## src/rtl/rv_ctrl_pkg.sv

```systemverilog
// Shared definitions for the RV32I multi-cycle control unit.
//   - Opcode constants for the instruction classes the FSM understands.
//   - ALUOp and memToReg (write-back select) encodings.
//   - FSM state enumeration.
//   - Helper that identifies states which stall on the memory handshake.
package rv_ctrl_pkg;

  localparam logic [6:0] OP_R      = 7'b0110011;
  localparam logic [6:0] OP_I      = 7'b0010011;
  localparam logic [6:0] OP_LOAD   = 7'b0000011;
  localparam logic [6:0] OP_STORE  = 7'b0100011;
  localparam logic [6:0] OP_BRANCH = 7'b1100011;
  localparam logic [6:0] OP_JAL    = 7'b1101111;

  localparam logic [1:0] ALUOP_ADD   = 2'b00;
  localparam logic [1:0] ALUOP_BR    = 2'b01;
  localparam logic [1:0] ALUOP_FUNCT = 2'b10;

  localparam logic [1:0] WB_ALU = 2'b00;
  localparam logic [1:0] WB_MEM = 2'b01;
  localparam logic [1:0] WB_PC4 = 2'b10;

  typedef enum logic [3:0] {
    S_RST    = 4'd0,
    S_FETCH  = 4'd1,
    S_DECODE = 4'd2,
    S_EXEC   = 4'd3,
    S_ALUWB  = 4'd4,
    S_ADDR   = 4'd5,
    S_MEMRD  = 4'd6,
    S_LDWB   = 4'd7,
    S_MEMWR  = 4'd8,
    S_BRANCH = 4'd9,
    S_JUMP   = 4'd10,
    S_TRAP   = 4'd11
  } state_t;

  // States that wait on mem_ready and are therefore watched by the watchdog.
  function automatic logic is_mem_state(input state_t st);
    case (st)
      S_FETCH, S_MEMRD, S_MEMWR: is_mem_state = 1'b1;
      default:                   is_mem_state = 1'b0;
    endcase
  endfunction

endpackage

```

## src/rtl/multicycle_control_unit.sv

```systemverilog
// Multi-cycle main control FSM for the RV32I core.
// Sequences FETCH/DECODE/EXEC/MEM/WB over a shared instruction/data memory,
// with a mem_ready handshake, a memory-stall watchdog, sticky illegal-opcode
// and bus-error traps, and a retired-instruction counter.
//
// Ports:
//   clk        rising-edge clock
//   rst        synchronous active-high reset
//   opcode     instr[6:0] from the IR (valid from the cycle after ir_write)
//   mem_ready  memory completes the current access this cycle
//   pc_write, ir_write, i_or_d, memRead, memWrite, ALUSrc, ALUOp, branch,
//   regWrite, memToReg   datapath control strobes (decoded from state)
//   illegal    sticky: unknown opcode decoded
//   bus_err    sticky: memory watchdog expired
//   instret    count of retired instructions (wraps)
module multicycle_control_unit
  import rv_ctrl_pkg::*;
#(
  parameter int CNT_W    = 32,
  parameter int WAIT_W   = 4,
  parameter int MAX_WAIT = 15,
  parameter int EN_JAL   = 1
) (
  input  logic             clk,
  input  logic             rst,
  input  logic [6:0]       opcode,
  input  logic             mem_ready,
  output logic             pc_write,
  output logic             ir_write,
  output logic             i_or_d,
  output logic             memRead,
  output logic             memWrite,
  output logic             ALUSrc,
  output logic [1:0]       ALUOp,
  output logic             branch,
  output logic             regWrite,
  output logic [1:0]       memToReg,
  output logic             illegal,
  output logic             bus_err,
  output logic [CNT_W-1:0] instret
);

  localparam logic [WAIT_W-1:0] MAX_WAIT_C = WAIT_W'(MAX_WAIT);
  localparam logic              JAL_OK     = (EN_JAL != 0);

  state_t              state_q, state_d;
  logic [WAIT_W-1:0]   wait_cnt_q, wait_cnt_d;
  logic                illegal_q, illegal_d;
  logic                bus_err_q, bus_err_d;
  logic [CNT_W-1:0]    instret_q, instret_d;
  logic                is_imm_q, is_imm_d;   // decoded class: I-arith vs R-type
  logic                is_load_q, is_load_d; // decoded class: load vs store
  logic                wd_expire_s;

  // Watchdog fires when a watched access is still stalled at the limit;
  // a mem_ready arriving on that same cycle takes priority.
  assign wd_expire_s = is_mem_state(state_q) && !mem_ready && (wait_cnt_q == MAX_WAIT_C);

  // State and bookkeeping registers with synchronous reset.
  always_ff @(posedge clk) begin
    if (rst) begin
      state_q    <= S_RST;
      wait_cnt_q <= '0;
      illegal_q  <= 1'b0;
      bus_err_q  <= 1'b0;
      instret_q  <= '0;
      is_imm_q   <= 1'b0;
      is_load_q  <= 1'b0;
    end else begin
      state_q    <= state_d;
      wait_cnt_q <= wait_cnt_d;
      illegal_q  <= illegal_d;
      bus_err_q  <= bus_err_d;
      instret_q  <= instret_d;
      is_imm_q   <= is_imm_d;
      is_load_q  <= is_load_d;
    end
  end

  // Watchdog counter: counts stalled cycles, clears on completion or exit.
  always_comb begin
    wait_cnt_d = '0;
    if (is_mem_state(state_q) && !mem_ready && !wd_expire_s) begin
      wait_cnt_d = wait_cnt_q + WAIT_W'(1);
    end else begin
      wait_cnt_d = '0;
    end
  end

  // Next-state, trap flags, retire counter and control-strobe decode.
  always_comb begin
    state_d   = state_q;
    illegal_d = illegal_q;
    bus_err_d = bus_err_q;
    instret_d = instret_q;
    is_imm_d  = is_imm_q;
    is_load_d = is_load_q;
    pc_write  = 1'b0;
    ir_write  = 1'b0;
    i_or_d    = 1'b0;
    memRead   = 1'b0;
    memWrite  = 1'b0;
    ALUSrc    = 1'b0;
    ALUOp     = ALUOP_ADD;
    branch    = 1'b0;
    regWrite  = 1'b0;
    memToReg  = WB_ALU;

    case (state_q)
      S_RST: begin
        state_d = S_FETCH;
      end
      S_FETCH: begin
        memRead = 1'b1;
        i_or_d  = 1'b0;
        if (mem_ready) begin
          // IR load and PC+4 happen in the completing cycle itself.
          ir_write = 1'b1;
          pc_write = 1'b1;
          state_d  = S_DECODE;
        end else if (wd_expire_s) begin
          bus_err_d = 1'b1;
          state_d   = S_TRAP;
        end else begin
          state_d = S_FETCH;
        end
      end
      S_DECODE: begin
        case (opcode)
          OP_R: begin
            is_imm_d = 1'b0;
            state_d  = S_EXEC;
          end
          OP_I: begin
            is_imm_d = 1'b1;
            state_d  = S_EXEC;
          end
          OP_LOAD: begin
            is_load_d = 1'b1;
            state_d   = S_ADDR;
          end
          OP_STORE: begin
            is_load_d = 1'b0;
            state_d   = S_ADDR;
          end
          OP_BRANCH: begin
            state_d = S_BRANCH;
          end
          OP_JAL: begin
            if (JAL_OK) begin
              state_d = S_JUMP;
            end else begin
              illegal_d = 1'b1;
              state_d   = S_TRAP;
            end
          end
          default: begin
            illegal_d = 1'b1;
            state_d   = S_TRAP;
          end
        endcase
      end
      S_EXEC: begin
        ALUOp   = ALUOP_FUNCT;
        ALUSrc  = is_imm_q;
        state_d = S_ALUWB;
      end
      S_ALUWB: begin
        regWrite  = 1'b1;
        memToReg  = WB_ALU;
        instret_d = instret_q + CNT_W'(1);
        state_d   = S_FETCH;
      end
      S_ADDR: begin
        ALUSrc  = 1'b1;
        ALUOp   = ALUOP_ADD;
        state_d = is_load_q ? S_MEMRD : S_MEMWR;
      end
      S_MEMRD: begin
        memRead = 1'b1;
        i_or_d  = 1'b1;
        if (mem_ready) begin
          state_d = S_LDWB;
        end else if (wd_expire_s) begin
          bus_err_d = 1'b1;
          state_d   = S_TRAP;
        end else begin
          state_d = S_MEMRD;
        end
      end
      S_LDWB: begin
        regWrite  = 1'b1;
        memToReg  = WB_MEM;
        instret_d = instret_q + CNT_W'(1);
        state_d   = S_FETCH;
      end
      S_MEMWR: begin
        memWrite = 1'b1;
        i_or_d   = 1'b1;
        if (mem_ready) begin
          // A store retires when its write completes.
          instret_d = instret_q + CNT_W'(1);
          state_d   = S_FETCH;
        end else if (wd_expire_s) begin
          bus_err_d = 1'b1;
          state_d   = S_TRAP;
        end else begin
          state_d = S_MEMWR;
        end
      end
      S_BRANCH: begin
        ALUOp     = ALUOP_BR;
        branch    = 1'b1;
        instret_d = instret_q + CNT_W'(1);
        state_d   = S_FETCH;
      end
      S_JUMP: begin
        regWrite  = 1'b1;
        memToReg  = WB_PC4;
        pc_write  = 1'b1;
        instret_d = instret_q + CNT_W'(1);
        state_d   = S_FETCH;
      end
      S_TRAP: begin
        // Parked with all strobes low; only rst leaves this state.
        state_d = S_TRAP;
      end
      default: begin
        state_d = S_TRAP;
      end
    endcase
  end

  assign illegal = illegal_q;
  assign bus_err = bus_err_q;
  assign instret = instret_q;

endmodule

```

## config.mk

```make
export PLATFORM = sky130hd
export DESIGN_NAME = multicycle_control_unit
export DESIGN_NICKNAME = d
export VERILOG_FILES = /design/src/rtl/rv_ctrl_pkg.sv /design/src/rtl/multicycle_control_unit.sv
export SDC_FILE = /design/constraint.sdc
export NUM_CORES = 1
export LEC_CHECK = 0
export CAP_MARGIN = 30
export CORE_MARGIN = 2
export CORE_UTILIZATION = 54
export CTS_CLUSTER_SIZE = 25
export DETAILED_ROUTE_END_ITERATION = 8
export PLACE_DENSITY = 0.85
export SETUP_SLACK_MARGIN = 0.1
export SYNTH_ARGS = -nofsm -noshare
export SYNTH_HDL_FRONTEND = slang
export SYNTH_SLANG_ARGS = --single-unit
```

## constraint.sdc

```tcl
create_clock -name clk -period 3.7 [get_ports clk]
set_input_delay 0.74 -clock clk [delete_from_list [all_inputs] [get_ports clk]]
set_output_delay 0.74 -clock clk [all_outputs]
set_load 0.01 [all_outputs]
```

==> results of run 1 <==
layer usage:
| layer | vias up | GRT usage (%) |
|---|---|---|
| li1 | 1247 | - |
| met1 | 1184 | 29.2 |
| met2 | 71 | 41.9 |
| met3 | 7 | 4.64 |
| met4 | 0 | 8.39 |
| met5 | - | 0 |
cell usage in the layout, fill, tap and decap left out, drive strengths merged, types with 6 or more instances in the layout:
cell	n
dfxtp	44
nand2b	6
nor2	36
clkbuf	6
nand4	11
inv	8
xnor2	7
nand3	16
a21oi	27
nor3	7
or3	19
o21ai	23
nand2	19
clkdlybuf4s50	55
worst min path at each step:
stage	slack, ns	cells after the start	startpoint	to
after global placement	0.43	1	wait_cnt_q[0]	wait_cnt_q[0]
after detailed placement	0.45	1	wait_cnt_q[0]	wait_cnt_q[0]
final	0.46	1	wait_cnt_q[0]	wait_cnt_q[0]
after floorplan	0.42	1	wait_cnt_q[0]	wait_cnt_q[0]
after global routing	0.47	1	wait_cnt_q[0]	wait_cnt_q[0]
after CTS	0.46	1	wait_cnt_q[0]	wait_cnt_q[0]
registers in the layout (all words and copies together), names as in the netlist:
name and flops:
bus_err 1, illegal 1, instret 32, is_imm_q 1, is_load_q 1, state_q 4
wait_cnt_q 4
power breakdown:
part | switching [mW] | internal, mW | leakage [nW]
registers | 0.0413 | 0.485 | 0.355
logic | 0.0829 | 0.0896 | 0.536
clock network | 0.165 | 0.201 | 0.0552
total | 0.289 | 0.775 | 0.946
through the flow:
step / worst slack [ns] / hold WS [ns] / instances / power (mW) / utilization (%)
floorplan: 1.55 / 0.418 / 311 / 0.642 / -
finish: 0.679 / 0.458 / 411 / 1.06 / 71.0
detailed placement: 0.644 / 0.446 / 403 / 0.706 / 68.6
global placement: 0.720 / 0.431 / 403 / 0.701 / 68.6
CTS: 0.684 / 0.458 / 411 / 1.07 / 71.0
global route: 0.540 / 0.475 / 411 / 1.10 / 71.0
logic make-up (layout without fill, tap and decap cells):
| logic type | Yosys count | in the layout | synth area share, % |
|---|---|---|---|
| AOI/OAI and AO/OA | 78 | 78 | 19.6 |
| DFF | 44 | 44 | 35.8 |
| adders and majority gates | 2 | 2 | 1.02 |
| buffers and inverters | 27 | 75 | 5.29 |
| muxes | 2 | 2 | 0.865 |
| xor gates and xnor gates | 11 | 11 | 3.92 |
| and+or+nand+nor | 147 | 147 | 33.5 |
layout make-up:
cell class	count	area [µm²]
Timing Repair Buffer	59	581
Multi-Input combinational cell	240	1450
Fill cell	368	1270
Sequential cell	44	881
Inverter	8	30.0
Clock buffer	6	72.6
Clock inverter	2	35.0
Tap cell	52	65.1
worst max-delay path, stage by stage, from the launching register on:
cell and delay, ns:
sky130_fd_sc_hd__dfxtp_1 0.85, sky130_fd_sc_hd__and4bb_2 0.32, sky130_fd_sc_hd__nor2_1 0.17, sky130_fd_sc_hd__o31ai_1 0.12, sky130_fd_sc_hd__clkdlybuf4s50_1 0.52
==> results summary, run 1 <==
The flow ran to the end, and the final reports show no timing, DRC or antenna violations. In the final routing, the length of wire on met1 measures around 2700 µm. The floorplan step set the die height to 71.5 µm. The highest clock rate is 0.331 GHz.

The commonest cells after synthesis are sky130_fd_sc_hd__dfxtp_1, sky130_fd_sc_hd__nor2_1, sky130_fd_sc_hd__a21oi_1. The count of final hold-check violations came out at 0. The worst setup path is captured at a primary output. The total power divided by cell area came out at 342 nW/µm². Clock tree synthesis inserted a total of 5 buffers. The CTS tree is built. The initial core utilization came out at 56.1%.

The post-synth net total is 323. Data arrives at the worst endpoint at 2.28 ns. Setup repair after global routing left no endpoint under its margin. The cell sitting at the root of the clock tree is a sky130_fd_sc_hd__clkbuf_8. The count of unique library cells instantiated by Yosys came out at 54.

The endpoint identified for the worst register-to-register timing path is instret[15]. The final critical path time including I/O delays and setup is 3.02 ns. Across the run, the number of max-cap violations was 0. The tightest min-delay check is of the reg2reg type. Summed over all layers, the routed wires come to 6200 µm.

The pin count of the biggest net entering global routing is 27. The global routing usage summed across all routing layers came out at 23.9%. The max-slew violation count came to 0. Sorting the synthesized cells by area gives the leading types as sky130_fd_sc_hd__dfxtp_1, sky130_fd_sc_hd__a21oi_1, sky130_fd_sc_hd__nor2_1. The warning count from the yosys run came out at 0. The post-synthesis to final-layout area growth is 26.6%. STA classifies the critical path startpoint as a register. In the detailed route, the total length drawn on met3 is 283 µm. Input and output buffers added on the ports amount to 55.

The reg-to-reg setup timing slack came out at approximately 1.1 ns. The detail-routed net length per standard cell is 15.1 µm. The maximum fanout along the worst path came out at 26.

The first-pass iteration count of the detailed router came out at 5. After detailed routing, the number of vias per cell comes to 6.10. The count of H-tree levels built during CTS is 2. The wire length on met2 came out at 3130 µm. The static leakage came out at 0.946 nW.

The number of nets at the end of the flow came out at 370. For the worst-skew pair, the clock arrives at the later sink with an insertion delay of between 0.2 and 0.3 ns. The detailed router finished its first iteration with 160 violations. Clock-pin slew was measured on the worst setup and hold paths at ~0.080 ns. Summed over all layers, the global routing overflow is 0. The mapped netlist covers between 2000 and 2500 µm². For the pin with the worst max-slew slack, the measured transition is 0.807 ns. The core region is roughly 4400 µm².

The number of design rule violations left after detail routing came out at 0. Across the VDD grid, the largest voltage drop is approximately 0.23 mV. The final weighted congestion in routability-driven placement came out at roughly 0.82. The total number of placement rows is 24. The worst path required time came out at 2.96 ns. The number of antenna violations at the first check in global routing is 0.

The worst setup path is of the reg2out kind. In this run the worst setup path terminates at regWrite. After detailed placement, the total cell area comes to 3010 µm². The top-level I/O count came out at 56. The post-CTS setup buffer count came out at 0. In the post-synthesis netlist, the cell with the most instances is sky130_fd_sc_hd__dfxtp_1.

CTS saw 44 sinks. The width of the die is between 70 and 80 µm. In this run the worst setup path begins at state_q[0]. The post-route clock period utilization came out at 81.7%. Setup violations remaining at the end of the flow were counted as 0. The number of cells produced by synthesis came out at 311. The synthesized design contains 44 register bits. In this run the deepest clock path goes through 2 buffers. The count of antenna-violating nets left after detailed routing is 0. The remaining max-slew budget at the tightest pin is 46.1%. The first global-routing pass estimated around 9900 µm of wire. The post-cts sizing count came out at 0. The mean instance size in the synthesized netlist is 7.91 µm². The antenna cell count came out at 0. The total negative slack came out at 0 ns.

The setup skew after layout came out at 0.00427 ns. Detailed placement finished with a half-perimeter wire length of 4440 µm. The startpoint identified for the worst register-to-register timing path is state_q[0]. In this run the top signal layer used is met4. After clock tree synthesis, the flow added hold-fix buffers numbering 0. The count of flip-flops with a built-in enable after synthesis came out at 0. The routed layout has approximately 2500 vias. In the final layout, the share of cells above drive strength 1 is under 10%.

The sequential share of the synthesized area came out at between 30% and 40%. In the synthesized netlist the async set-or-reset flop fraction comes to 0%. The dominant register cell in the synthesized netlist is sky130_fd_sc_hd__dfxtp_1. The finished cells cover 3110 µm². The area of the die came out at 5110 µm². The count of cells along the worst register-to-register path is 5. The via count of the first global-routing pass is 2220. The share of synthesized area in the top cell type comes to between 30% and 40%. The largest total area in the synthesized netlist belongs to sky130_fd_sc_hd__dfxtp_1.
Power figures use the tool's default switching activity.
==> inputs of run 2 (changes only) <==
- CORE_UTILIZATION: 54 -> 50
- PLACE_DENSITY: 0.85 -> 0.8
- clock period: 3.7 -> 2.94 ns (I/O delays scaled with it)
==> run 2 against run 1 <==
Critical path depth increased by 1. Wire length shrank 4.8%. Worst setup slack got worse by 0.38 ns. Clock skew rose by 0.0044 ns. Clock power up 9.8%. Critical endpoint is now pc_write.
==> results summary, run 2 (synthesis gave the netlist of run 1 again) <==
Result of the run: finished clean (unchanged). The category of the most critical setup path is in2out (was reg2out). The via count of the first global-routing pass came out at 2188 (was 2220). The number of design rule violations left after detail routing came out at 0 (unchanged).

The count of filler cells inserted in the layout is 400 (was 368). Commonest cells after routing, fill and taps aside: sky130_fd_sc_hd__clkdlybuf4s50_1, sky130_fd_sc_hd__dfxtp_1, sky130_fd_sc_hd__nor2_1 (unchanged). The CTS tree was built (unchanged).

The worst setup timing slack at the placement stage came out at 0.282 ns (was 0.644 ns). For this run, the top clock speed supported by timing is 0.378 GHz. The clock network fraction of design power is 31.2% (was 34.4%). Unrepaired setup endpoints after global routing: no (unchanged). The pin count of the biggest net entering global routing came out at 41 (was 27).

The width of the die is 74.1 µm (was 71.5 µm). The wire length of the first global-routing pass is 10000 µm (was 9890 µm). The transition at the pin with the smallest max-transition slack was 0.587 ns (was 0.807 ns).

The utilization after layout came to 66.9% (was 71.0%). The family with the most delay on the worst path is buffers and inverters (was flip-flops). The detail-routed net length per standard cell was 13.7 µm (was 15.1 µm). The library cell used as clock root buffer is sky130_fd_sc_hd__clkbuf_8 (unchanged). The worst path required time is 2.35 ns (was 2.96 ns). The area inside the core boundary came out at 4720 µm² (was 4380 µm²).

The data arrival at the endpoint of the critical path was 2.06 ns (was 2.28 ns). The worst hold slack after final layout came out at 0.465 ns (was 0.458 ns). The net load switching power came out at 0.366 mW (was 0.289 mW). The share of post-route cells with drive strength above 1 is 7.42% (was 5.57%). The hold path startpoint is wait_cnt_q[0] (unchanged). The worst-path cell with the longest stage delay is sky130_fd_sc_hd__clkdlybuf4s50_1 (was sky130_fd_sc_hd__dfxtp_1). The TritonCTS buffer count is 5 (unchanged). The CTS sink count was 44 (unchanged).

The global routing usage summed across all routing layers came to 22.8% (was 23.9%). The peak supply drop was 0.296 mV (was 0.234 mV). The total power divided by cell area is 408 nW/µm² (was 342 nW/µm²).

The total grt overflow is 0 (unchanged). The combinational share of power is 18.1% (was 16.2%). The count of antenna-violating nets left after detailed routing is 0 (unchanged). The number of flip-flops under the largest register name is 32 (unchanged).

The initial core utilization came to 52.1% (was 56.1%). The remaining max-slew budget at the tightest pin came out at 60.3% (was 46.1%). The internal power came out at 0.923 mW (was 0.775 mW). The count of cells along the worst register-to-register path is 5 (unchanged). The count of final hold-check violations came out at 0 (unchanged).

The count of final setup violators came to 0 (unchanged). The largest stage delay on the critical path is 0.48 ns (was 0.85 ns). The max-slew violation count came out at 0 (unchanged).

The number of cells traversed by the worst hold path is 1 (unchanged). The source-to-sink clock delay at the later pin of the worst-skew pair came to 0.30 ns (was 0.29 ns). The via count of the routed design is 2434 (was 2509). The post-route clock period utilization came out at ~90%. The first-pass iteration count of the detailed router came out at 4 (was 5). The number of port buffers is 55 (unchanged). The switching power as a share of total power came to 28.4% (was 27.2%). The post-synthesis to final-layout area growth came out at 28.4% (was 26.6%). The post-CTS setup buffer count came out at 0 (unchanged). The final weighted congestion in routability-driven placement came to 0.825 (was 0.820). The number of buffers on the longest clock path is 2 (unchanged). The top-level I/O count came out at 56 (unchanged). The element type at the critical path end is a primary output (unchanged). The number of maximum-capacitance violations is 0 (unchanged).

The buffer and inverter count on the worst path came out at 3 (was 1). The count of hold-fix buffers inserted at cts came out at 0 (unchanged). The number of violations reported at the end of detailed-routing iteration 0 came out at 127 (was 160). The maximum fanout along the worst path came out at 7 (was 26). The die outline height came out at 74.1 µm (was 71.5 µm). The count of H-tree levels built during CTS is 2 (unchanged). The sequential share of power was 50.7% (was 49.4%).

The setup slack after layout came to 0.297 ns (was 0.679 ns). The destination of the worst hold path is wait_cnt_q[0] (unchanged). The reg-to-reg setup timing slack came out at 0.70 ns (was 1.06 ns). The static leakage came to 0.961 nW (was 0.946 nW). The final critical path time including I/O delays and setup came out at 2.64 ns. The most common cell after layout, fill and taps aside was sky130_fd_sc_hd__clkdlybuf4s50_1 (unchanged).

The placed standard-cell area came out at 3060 µm² (was 3010 µm²). The area of the die came out at 5500 µm² (was 5110 µm²). Cell Chain, Critical Path: clkdlybuf4s50_1, buf_4, and3_1, or2_2, clkdlybuf4s50_1 (was and4bb_2, nor2_1, o31ai_1, clkdlybuf4s50_1). The total number of placement rows is 25 (was 24). The cell area after layout came out at 3160 µm² (was 3110 µm²). The mean number of vias per cell came out at 5.65 (was 6.10).

The clock transition at the register clock pins on the worst setup and hold paths after CTS is 0.09 ns (was 0.08 ns). The total negative slack was 0 ns (unchanged). The start of the worst register-to-register path is state_q[2] (was state_q[0]).

The antenna cell count came out at 0 (unchanged). The classification of the worst-slack hold path is reg2reg (unchanged). The reg-to-reg critical path endpoint was instret[19] (was instret[15]). The launching element type of the critical path is a primary input (was register). The setup skew after layout came to 0.00870 ns (was 0.00427 ns). The detailed-route wire length is 5900 µm (was 6200 µm).

Among the stages of the critical path, the cell type that occurs most often is sky130_fd_sc_hd__clkdlybuf4s50_1. The number of antenna violations at the first check in global routing came out at 0 (unchanged). The sum of net half-perimeters after detailed placement is 4300 µm (was 4440 µm).

The number of nets at the end of the flow came to 375 (was 370).
-- run 2: cell types whose count changed in the layout (fill, tap and decap cells not counted) --
cell,before,now
sky130_fd_sc_hd__buf_4,4,9
sky130_fd_sc_hd__bufinv_16,1,0
sky130_fd_sc_hd__clkbuf_8,5,6
sky130_fd_sc_hd__clkinv_2,1,0
sky130_fd_sc_hd__clkinvlp_4,0,1
sky130_fd_sc_hd__dfxtp_1,44,42
sky130_fd_sc_hd__dfxtp_2,0,2
-- run 2: through the flow --
step / cells / total power [mW]
finish: 431 / 1.29
global placement: 423 / 0.894
floorplan: 311 / 0.808
CTS: 431 / 1.30
global route: 431 / 1.36
detailed placement: 423 / 0.898
-- run 2: layout make-up --
cell class | count | area, µm² | area share, %
Multi-Input combinational cell | 240 | 1450 | 45.9
Sequential cell | 44 | 883 | 28.0
Timing Repair Buffer | 64 | 618 | 19.6
Clock buffer | 7 | 86.3 | 2.73
Tap cell | 67 | 83.8 | 2.65
Inverter | 8 | 30.0 | 0.951
Clock inverter | 1 | 7.51 | 0.238
-- run 2: worst max path at each step --
stage                       end  depth (start not counted)        from  slack (ns)
floorplan           instret[23]                          6   mem_ready        0.94
global placement       pc_write                          5   mem_ready        0.29
detailed placement  instret[19]                          6   mem_ready        0.28
CTS                      i_or_d                          4  state_q[3]        0.15
global route           regWrite                          4  state_q[2]        0.18
finish                 pc_write                          5   mem_ready        0.30
-- run 2: power by group through the flow --
stage | Sequential [mW] | Combinational [mW] | Clock [mW]
after floorplan | 0.637 | 0.170 | 0
after global placement | 0.665 | 0.229 | 0
after detailed placement | 0.666 | 0.233 | 0
after CTS | 0.652 | 0.234 | 0.410
after global routing | 0.658 | 0.257 | 0.444
final | 0.653 | 0.234 | 0.402
-- run 2: routing by layer --
metal  global-route usage, %  part of all wire, %
met1                    30.3                   45
met2                    38.3                   49
met3                    4.47                  5.0
met4                    5.25                 0.78
met5                       0                    0
-- run 2: what timing repair did --
item / in CTS / in global routing
resized for setup: 0 / 2
endpoints found under the hold margin: 0 / 0
endpoints found under the setup margin: 0 / 2
==> inputs of run 3 (changes only) <==
- HOLD_SLACK_MARGIN: default -> 0.12
==> results of run 3 <==
Final layout, timing and power as in run 2 (identical DEF).
